**config.mk**
```make
export PLATFORM = sky130hd
export DESIGN_NAME = mc_control_fsm
export DESIGN_NICKNAME = d
export VERILOG_FILES = /design/src/rtl/mc_control_fsm.sv
export SDC_FILE = /design/constraint.sdc
export NUM_CORES = 1
export LEC_CHECK = 0
export ABC_AREA = 0
export BUFFER_PORTS_ARGS = -buffer_cell sky130_fd_sc_hd__clkbuf_2
export CORE_UTILIZATION = 51
export CTS_CLUSTER_DIAMETER = 50
export DETAILED_ROUTE_END_ITERATION = 12
export PLACE_DENSITY = 0.8
export SLEW_MARGIN = 5
export SYNTH_ARGS = -nofsm -noshare
export SYNTH_HDL_FRONTEND = slang
export SYNTH_SLANG_ARGS = --single-unit
```
**constraint.sdc**
```tcl
create_clock -name clk -period 3.15 [get_ports clk]
set_clock_uncertainty 0.15 [all_clocks]
set_input_delay 0.4725 -clock clk [delete_from_list [all_inputs] [get_ports clk]]
set_output_delay 0.4725 -clock clk [all_outputs]
set_load 0.1 [all_outputs]
```
**src/rtl/mc_control_fsm.sv**
```systemverilog
// Multi-cycle CPU main controller: IF/ID/EX/MEM/WB sequencer.
// Optional MEM_WAIT_EN: stall IF and MEM until mem_ready is high.
module mc_control_fsm #(
  parameter int OP_W    = 6,
  parameter int STATE_W = 3
) (
  input  logic               clk,
  input  logic               reset,
  input  logic [OP_W-1:0]    opcode,
  input  logic               zero,
  input  logic               mem_ready,
  output logic               pc_write,
  output logic               ir_write,
  output logic               mem_read,
  output logic               mem_write,
  output logic               reg_write,
  output logic [1:0]         read_sel,
  output logic [1:0]         wr_sel,
  output logic [1:0]         wb_sel,
  output logic               alu_src_a,
  output logic [1:0]         alu_src_b,
  output logic [1:0]         alu_op,
  output logic [1:0]         pc_src,
  output logic [STATE_W-1:0] state,
  output logic               instr_done,
  output logic               halted,
  output logic               illegal
);

  localparam logic [STATE_W-1:0] S_IF   = 3'd0;
  localparam logic [STATE_W-1:0] S_ID   = 3'd1;
  localparam logic [STATE_W-1:0] S_EX   = 3'd2;
  localparam logic [STATE_W-1:0] S_MEM  = 3'd3;
  localparam logic [STATE_W-1:0] S_WB   = 3'd4;
  localparam logic [STATE_W-1:0] S_HALT = 3'd5;

  localparam logic [OP_W-1:0] OP_R    = 6'b000000;
  localparam logic [OP_W-1:0] OP_J    = 6'b000010;
  localparam logic [OP_W-1:0] OP_JAL  = 6'b000011;
  localparam logic [OP_W-1:0] OP_BEQ  = 6'b000100;
  localparam logic [OP_W-1:0] OP_ADDI = 6'b001000;
  localparam logic [OP_W-1:0] OP_LW   = 6'b100011;
  localparam logic [OP_W-1:0] OP_SW   = 6'b101011;
  localparam logic [OP_W-1:0] OP_HALT = 6'b111111;

  logic [STATE_W-1:0] r_state;
  logic [STATE_W-1:0] w_next;
  logic [OP_W-1:0]    r_op;
  logic               w_rdy;

  logic w_id_ex;
  logic w_id_j;
  logic w_id_jal;
  logic w_id_halt;
  logic w_id_ill;

`ifdef MEM_WAIT_EN
  assign w_rdy = mem_ready;
`else
  // Memory is single-cycle; mem_ready has no effect.
  assign w_rdy = mem_ready | 1'b1;
`endif

  assign w_id_ex   = (opcode == OP_R)  || (opcode == OP_ADDI) ||
                     (opcode == OP_LW) || (opcode == OP_SW)   ||
                     (opcode == OP_BEQ);
  assign w_id_j    = (opcode == OP_J);
  assign w_id_jal  = (opcode == OP_JAL);
  assign w_id_halt = (opcode == OP_HALT);
  assign w_id_ill  = !(w_id_ex || w_id_j || w_id_jal || w_id_halt);

  // State register and opcode latch (captured during ID).
  always_ff @(posedge clk) begin
    if (reset) begin
      r_state <= S_IF;
      r_op    <= '0;
    end else begin
      r_state <= w_next;
      if (r_state == S_ID) r_op <= opcode;
    end
  end

  // Next-state selection.
  always_comb begin
    w_next = S_IF;
    case (r_state)
      S_IF:   w_next = w_rdy ? S_ID : S_IF;
      S_ID: begin
        if (w_id_ex)        w_next = S_EX;
        else if (w_id_jal)  w_next = S_WB;
        else if (w_id_halt) w_next = S_HALT;
        else                w_next = S_IF;
      end
      S_EX: begin
        if (r_op == OP_R || r_op == OP_ADDI)     w_next = S_WB;
        else if (r_op == OP_LW || r_op == OP_SW) w_next = S_MEM;
        else                                     w_next = S_IF;
      end
      S_MEM: begin
        if (!w_rdy)              w_next = S_MEM;
        else if (r_op == OP_LW)  w_next = S_WB;
        else                     w_next = S_IF;
      end
      S_WB:   w_next = S_IF;
      S_HALT: w_next = S_HALT;
      default: w_next = S_IF;
    endcase
  end

  assign state = reset ? '0 : r_state;

  // Moore output decode; everything forced low during reset.
  always_comb begin
    pc_write   = 1'b0;
    ir_write   = 1'b0;
    mem_read   = 1'b0;
    mem_write  = 1'b0;
    reg_write  = 1'b0;
    read_sel   = 2'b00;
    wr_sel     = 2'b00;
    wb_sel     = 2'b00;
    alu_src_a  = 1'b0;
    alu_src_b  = 2'b00;
    alu_op     = 2'b00;
    pc_src     = 2'b00;
    instr_done = 1'b0;
    halted     = 1'b0;
    illegal    = 1'b0;
    if (!reset) begin
      case (r_state)
        S_IF: begin
          mem_read  = 1'b1;
          ir_write  = w_rdy;
          pc_write  = w_rdy;
          alu_src_b = 2'b01;
        end
        S_ID: begin
          alu_src_b = 2'b11;
          if (w_id_j) begin
            pc_src     = 2'b10;
            pc_write   = 1'b1;
            instr_done = 1'b1;
          end
          if (w_id_ill) begin
            illegal    = 1'b1;
            instr_done = 1'b1;
          end
        end
        S_EX: begin
          alu_src_a = 1'b1;
          if (r_op == OP_R) begin
            alu_op = 2'b10;
          end else if (r_op == OP_BEQ) begin
            alu_op     = 2'b01;
            pc_src     = 2'b01;
            pc_write   = zero;
            instr_done = 1'b1;
          end else begin
            alu_src_b = 2'b10;
          end
        end
        S_MEM: begin
          if (r_op == OP_LW) begin
            mem_read = 1'b1;
          end else begin
            mem_write  = 1'b1;
            instr_done = w_rdy;
          end
        end
        S_WB: begin
          reg_write  = 1'b1;
          instr_done = 1'b1;
          if (r_op == OP_R) begin
            wr_sel = 2'b01;
          end else if (r_op == OP_LW) begin
            wb_sel = 2'b01;
          end else if (r_op == OP_JAL) begin
            wr_sel   = 2'b10;
            wb_sel   = 2'b10;
            pc_src   = 2'b10;
            pc_write = 1'b1;
          end
        end
        S_HALT: halted = 1'b1;
        default: ;
      endcase
    end
  end

endmodule

```
# --- After elaboration in Yosys (flattened, before gate mapping) ---
# Cells that the tools add are included.
op_classes:
  n_eq_ne: 17
  mux: 60
  n_reduce_logical: 12
op_table:
  columns: ["op", "count"]
  rows:
  - ["two-way mux 2 bit", 19]
  - ["== test 6 bit, second input constant", 5]
  - ["two-way mux 1 bit", 29]
  - ["== test 6 x 2 -> 1 bit, second input constant", 3]
  - ["two-way mux 3 bit", 6]
  - ["one-hot mux 3 bit (5 select lines)", 1]
  - ["== test 6 x 3 -> 1 bit, second input constant", 2]
  - ["== test 6 x 4 -> 1 bit, second input constant", 2]
  - ["logical NOT 6 bit", 2]
  - ["one-hot mux 2 bit (3 select lines)", 2]
  - ["logical OR 1 bit", 9]
  - ["one-hot mux 1 bit (4 select lines)", 2]
  - ["== test 3 x 2 -> 1 bit, second input constant", 2]
  - ["== test 3 bit, second input constant", 2]
  - ["== test 3 x 1 -> 1 bit, second input constant", 1]
  - ["logical NOT 3 bit", 1]
  - ["one-hot mux 1 bit (2 select lines)", 1]
word_totals:
  regBits: 9
  in_bits: 10
  elab_cells: 91

# --- Logic depth before layout (Yosys ltp) ---
# Gate-level depths: netlist of run 1.
depth:
  word_depth: 11
  depth_mapped: 6
  mapped_depth_nobuf: 4

# --- Least setup slack after synthesis of run 1 ---
# No wires, ideal clock.
synth_path:
  path_type: "input port to output port"
  start: "input port reset"
  end: "output port alu_op[1]"
  t_arrival_ns: 6.157
  setup_slack_ns: -3.629
  path_stages: 3
  path_cell_list: "buf_6 > nor4b_1 > nor3b_1"
synth_via:
  elab_chain_len: 1
synth_rtl:
  columns: ["item", "line", "source"]
  rows:
  - ["start, declared", "8", "input logic reset,"]
  - ["two-way mux 2 bit", "129", "if (!reset) begin"]
  - ["end, declared", "22", "output logic [1:0] alu_op,"]
# Every way passes these cells.

# --- Worst setup path after layout of run 1 ---
layout_path:
  start: "register r_state[2]"
  end: "output port wr_sel[1]"
layout_via:
  elab_chain_len: 3
layout_rtl:
  columns: ["item", "line", "source"]
  rows:
  - ["start, declared", "46", "logic [STATE_W-1:0] r_state;"]
  - ["start signal, assigned", "78", "r_state <= w_next;"]
  - ["== test 3 bit", "130", "case (r_state)"]
  - ["two-way mux 2 bit", "130", null]
  - ["two-way mux 2 bit", "129", null]
  - ["end, declared", "18", "output logic [1:0] wr_sel,"]
# Every way passes these cells.

==> metrics.csv, run 1 <==
metric,value,unit
drive_gt1_share,44.9,%
drc,0,
wirelength,2120,microns
yosys-top-cells-area,"dfxtp_1 21%, nor2_1 5.8%, a21oi_1 4.7%",
status,"finished, final reports clean",
dieHeight,42.8,microns
setup_viol,0,
synth_xor_area_share,0,%
power_density,347,mW/mm^2
synthMuxAreaShare,0,%
synthAdderAreaFrac,0,%
synth.top_cell.area_share,21.2,%
cts_tree,built,
preCtsSetupSlack,0.348,ns
cp.required,2.53,ns
path_clk_slew,0.06,ns
drtIter0Drc,13,
worstSkewPairLatency,0.25,ns
synth_compound_area_share,23.2,%
start_util,55.7,%
slew_violations,0,
synth_cell_types,46,
mostFrequentLayoutCells,"30 x clkbuf_2, 12 x nor2_1, 9 x nand2_1, 8 x a21oi_1, 8 x dfxtp_1",
hpwl,1660,microns
first_pass_iters,4,
numCtsBuffers,3,
grt_first_pass_wirelength,3580,microns
peakVddDrop,0.351,mV
place.port_buffers,30,
cts_resized,0,
path_max_fanout,16,
grt_start_max_net_pins,20,
grt_use_total,25.0,%
wl_per_cell,13.8,microns
yosysWarnings,0,
power.share.switching,43.9,%
synth_area,848,sq um
overflow,0,
met2_usage,41.2,%
grt_pass1_vias,807,
dieArea,0.00183,sq mm
synth_top_flop_cell,dfxtp_1,
p_seq_share,36.7,%
final.fill_count,158,
nets,149,
power.leakage,0.433,nW
grt_antenna_before_repair,0,
holdBufCountCts,0,
cts_sinks,9,
die_w,42.8,microns
arrival,2.34,ns
combinationalPowerShare,40.0,%
avgSynthCellArea,7.51,sq um
yosys.area_share.simple,43.2,%
synth_cells,113,
top_usage_layer,met2,
worst_slew_pin_slew,0.684,ns
vias,910,
ys_seq_area_share,21.2,%
fin_total_pwr,0.370,mW
hold_viol,0,
core.rowCount,14,
coreArea,0.00152,sq mm
gp_congestion,0.897,
synth_edf_count,0,
hold_path.class,in2reg,
io_pins,34,
gr-usage-met1,35.2,%
met3_usage,2.55,%
relSlewSlack,54.3,%
synthArstFlopShare,0,%
placed_area,0.00104,sq mm
final_area,0.00107,sq mm
finalCriticalPeriod,2.96,ns
n_antenna_cell,0,
viasPerCell,5.91,
cts_setup_buffers,0,
critPathKind,reg2out,
htreeDepth,1,
ys_ff_latch,9,
synthToLayoutAreaGrowth,25.8,%
switching_power,0.162,mW
max_freq,338,MHz
layout_setup_ws,0.188,ns
p_int,0.208,mW
rsz0062_at_grt,no,
cp-start-kind,flop,
max_cap_viol_count,0,
p_clk_share,23.3,%
yosysTopAreaCell,dfxtp_1,
cts_root_buf,clkbuf_4,
period_share,94.0,%
final_util,70.0,%
clock_path_buffers,2,
ant_nets,0,
synth_top_family_by_area,simple AND/OR/NAND/NOR gates,
final_common_cell,clkbuf_2,
crit_path_end_kind,primary output,
kinds of logic after synthesis:
logic type      Yosys count
other cells               1
compound gates           29
flops                     9
simple gates             58
buf+inv                  16
synth_stat cells, drive strengths merged (2+ instances only):
library cell,number
nor2,14
or2,2
nor2b,2
o21ai,6
nand4,2
nor3,6
dfxtp,9
clkbuf,4
nor4b,3
buf,8
nand3,3
a21oi,8
o211ai,2
nand3b,2
nor4,3
nand2,10
nor3b,2
and4,2
inv,4
or3,2
a21boi,2
sequential cells by signal, indices dropped and copies added (netlist names):
signal	flops
r_op	6
r_state	3
area by class of cell:
type	count	area, sq um	share of cell area (%)
multi-input combinational	89	656	61.4
sequential	9	181	17.0
timing repair buffer	32	165	15.5
clock buffer	4	26.3	2.46
tap	16	20.0	1.88
inverter	4	18.8	1.76
critical path, cell delays in order (launching register included):
cell	delay (ns)
dfxtp_1	0.76
nor2b_1	0.35
nand2_1	0.18
clkinvlp_4	0.12
and4_2	0.23
clkbuf_2	0.45
metal layers:
layer | up-vias | part of all wire, %
met5 | - | 0
met4 | 0 | 0.90
met3 | 2 | 4.1
met2 | 28 | 49
met1 | 421 | 46
li1 | 459 | -
power groups by stage:
stage | clock network, mW | logic [mW] | registers (mW)
after global placement | 0 | 0.145 | 0.137
final | 0.0862 | 0.148 | 0.136
after floorplan | 0 | 0.138 | 0.128
after global routing | 0.0953 | 0.157 | 0.137
after CTS | 0.0880 | 0.148 | 0.135
after detailed placement | 0 | 0.148 | 0.138
stage by stage:
stage,hold slack (ns),TNS (ns),cells
global placement,0.350,0,150
detailed placement,0.353,0,150
global route,0.358,0,154
floorplan,0.325,-1.21,114
CTS,0.344,0,154
finish,0.347,0,154
final timing paths:
kind / start / end / slack (ns) / depth (start not counted)
worst min register to register: r_op[1] / r_op[1] / 0.36 / 2
worst max-delay path: r_state[2] / wr_sel[1] / 0.19 / 5
worst max register to register: r_state[2] / r_state[0] / 1.54 / 3
worst min-delay path: opcode[1] / r_op[1] / 0.35 / 3
(Power assumes the default switching activity.)
==> run 2, diff against run 1 <==
Settings changed: CORE_UTILIZATION 51 to 53, CTS_BUF_LIST set to sky130_fd_sc_hd__clkbuf_8, PLACE_DENSITY 0.8 to 0.82, REMOVE_ABC_BUFFERS set to 1.
==> run 2 against run 1 <==
  * Clock power grew 48%
  * Die area is 3.6% lower
  * Core utilization fell by 3.8 points
  * Sequential share of layout area grew 1.0 points
  * Combinational power decreased by 7%
  * Global-route usage down 1.9 points
  * Critical endpoint is now pc_write
  * Largest power group unchanged
==> metrics.csv, run 2 (synthesis gave the netlist of run 1 again) <==
metric,value,unit,change
wl_per_cell,13.3,microns,was 13.8 microns
switching_power,0.161,mW,was 0.162 mW
cts_sinks,9,,unchanged
cp.required,2.53,ns,about the same
ant_nets,0,,unchanged
fin_total_pwr,0.400,mW,was 0.370 mW
path_max_fanout,13,,was 16
arrival,2.30,ns,was 2.34 ns
first_pass_iters,4,,unchanged
dieHeight,42.0,microns,was 42.8 microns
place.port_buffers,30,,unchanged
max_cap_viol_count,0,,unchanged
max_freq,342,MHz,was 338 MHz
p_seq_share,33.6,%,was 36.7%
rr_endpoint,r_op[5],,was r_state[0]
cts_root_buf,clkbuf_8,,was clkbuf_4
grt_use_total,23.1,%,was 25.0%
hold_viol,0,,unchanged
mostFrequentLayoutCells,"29 x clkbuf_2, 13 x nor2_1, 10 x nand2_1, 9 x dfxtp_1, 8 x a21oi_1",,"was 30 x clkbuf_2, 12 x nor2_1, 9 x nand2_1, 8 x a21oi_1, 8 x dfxtp_1"
numCtsBuffers,3,,unchanged
r2r_cells,5,,was 3
p_clk_share,32.0,%,was 23.3%
layout_setup_ws,0.229,ns,was 0.188 ns
cts_resized,0,,unchanged
final_common_cell,clkbuf_2,,unchanged
power_density,401,mW/mm^2,was 347 mW/mm^2
slew_violations,0,,unchanged
p_int,0.239,mW,was 0.208 mW
vias,894,,was 910
final_area,998,sq um,was 0.00107 sq mm
holdBufCountCts,0,,unchanged
peakVddDrop,0.308,mV,was 0.351 mV
grt_first_pass_wirelength,3200,microns,was 3580 microns
critPathLaunch,r_state[1],,was r_state[2]
power.leakage,0.435,nW,was 0.433 nW
worst_slew_pin_slew,0.611,ns,was 0.684 ns
coreArea,0.00151,sq mm,was 0.00152 sq mm
period_share,92.7,%,was 94.0%
viasPerCell,5.81,,was 5.91
gp_congestion,0.827,,was 0.897
synthToLayoutAreaGrowth,17.7,%,was 25.8%
setup_viol,0,,unchanged
status,"finished, final reports clean",,unchanged
cp-start-kind,flop,,unchanged
grt_pass1_vias,724,,was 807
r2r-start,r_state[0],,was r_state[2]
hpwl,1530,microns,was 1660 microns
n_antenna_cell,0,,unchanged
finalCriticalPeriod,2.92,ns,was 2.96 ns
die_w,42.0,microns,was 42.8 microns
r2r_setup_slack,1.50,ns,was 1.54 ns
wirelength,2050,microns,was 2120 microns
power.share.switching,40.2,%,was 43.9%
top_register,r_op,,unchanged
drc,0,,unchanged
io_pins,34,,unchanged
clock_path_buffers,2,,unchanged
cts_tree,built,,unchanged
reg_top3,"r_op x6, r_state x3",,unchanged
holdPathStages,3,,unchanged
start_util,56.3,%,was 55.7%
rsz0062_at_grt,no,,unchanged
htreeDepth,1,,unchanged
critPathKind,reg2out,,unchanged
whs,0.364,ns,was 0.347 ns
largest_register_ffs,6,,unchanged
path_clk_slew,0.05,ns,was 0.06 ns
endpoint,pc_write,,was wr_sel[1]
drive_gt1_share,34.8,%,was 44.9%
hold_path.class,in2reg,,unchanged
cts_setup_buffers,0,,unchanged
overflow,0,,unchanged
preCtsSetupSlack,0.391,ns,was 0.348 ns
drtIter0Drc,19,,was 13
core.rowCount,14,,unchanged
placed_area,953,sq um,was 0.00104 sq mm
combinationalPowerShare,34.4,%,was 40.0%
nets,149,,unchanged
crit_path_end_kind,primary output,,unchanged
relSlewSlack,58.7,%,was 54.3%
dieArea,0.00176,sq mm,was 0.00183 sq mm
grt_antenna_before_repair,0,,unchanged
worstSkewPairLatency,0.23,ns,was 0.25 ns
grt_start_max_net_pins,20,,unchanged
run 2: cell types whose count changed in the layout (fill, tap and decap cells not counted), moves of 2 or more:
cell      previous run  this run
nor3_2               4         0
a21boi_0             0         2
nor3_1               2         6
inv_1                3         5
clkbuf_8             0         3
nor4b_4              3         1
clkbuf_4             3         0
run 2: worst min-delay path by stage:
stage / start / endpoint
2_1_floorplan: r_op[1] / r_op[1]
3_3_place_gp: r_op[1] / r_op[1]
3_5_place_dp: r_op[1] / r_op[1]
4_1_cts: opcode[1] / r_op[1]
5_1_grt: opcode[1] / r_op[1]
6_report: opcode[1] / r_op[1]
run 2: final cells by class:
class,count,area (sq um)
Fill cell,136,508
Clock inverter,1,3.75
Multi-Input combinational cell,89,571
Inverter,4,15.0
Clock buffer,3,41.3
Tap cell,16,20.0
Sequential cell,9,180
Timing Repair Buffer,32,168
run 2: per-stage QoR:
stage / TNS [ns] / utilization [%] / std cells
2_1_floorplan: -19.15 / - / 102
3_3_place_gp: 0 / 63.3 / 150
3_5_place_dp: 0 / 63.3 / 150
4_1_cts: 0 / 66.3 / 154
5_1_grt: 0 / 66.3 / 154
6_report: 0 / 66.3 / 154
run 2: power by group through the flow:
stage	clock [mW]	sequential, mW	combinational, mW
final	0.128	0.135	0.138
after global routing	0.138	0.136	0.145
after CTS	0.130	0.134	0.138
after detailed placement	0	0.136	0.137
after global placement	0	0.135	0.136
after floorplan	0	0.133	0.110
run 2: critical path, stage by stage (launching register included):
cell and delay [ns]:
dfxtp_1 0.59, nor4b_1 0.57, nand2_1 0.21, nor2_4 0.12, a22o_1 0.14, clkbuf_2 0.44
run 2: metal layers:
layer	up-vias	track usage (%)	wire length, microns
met5	-	0	0
met4	0	11.0	21
met3	2	2.59	93
met2	33	32.5	909
met1	400	34.7	1030
li1	459	-	-
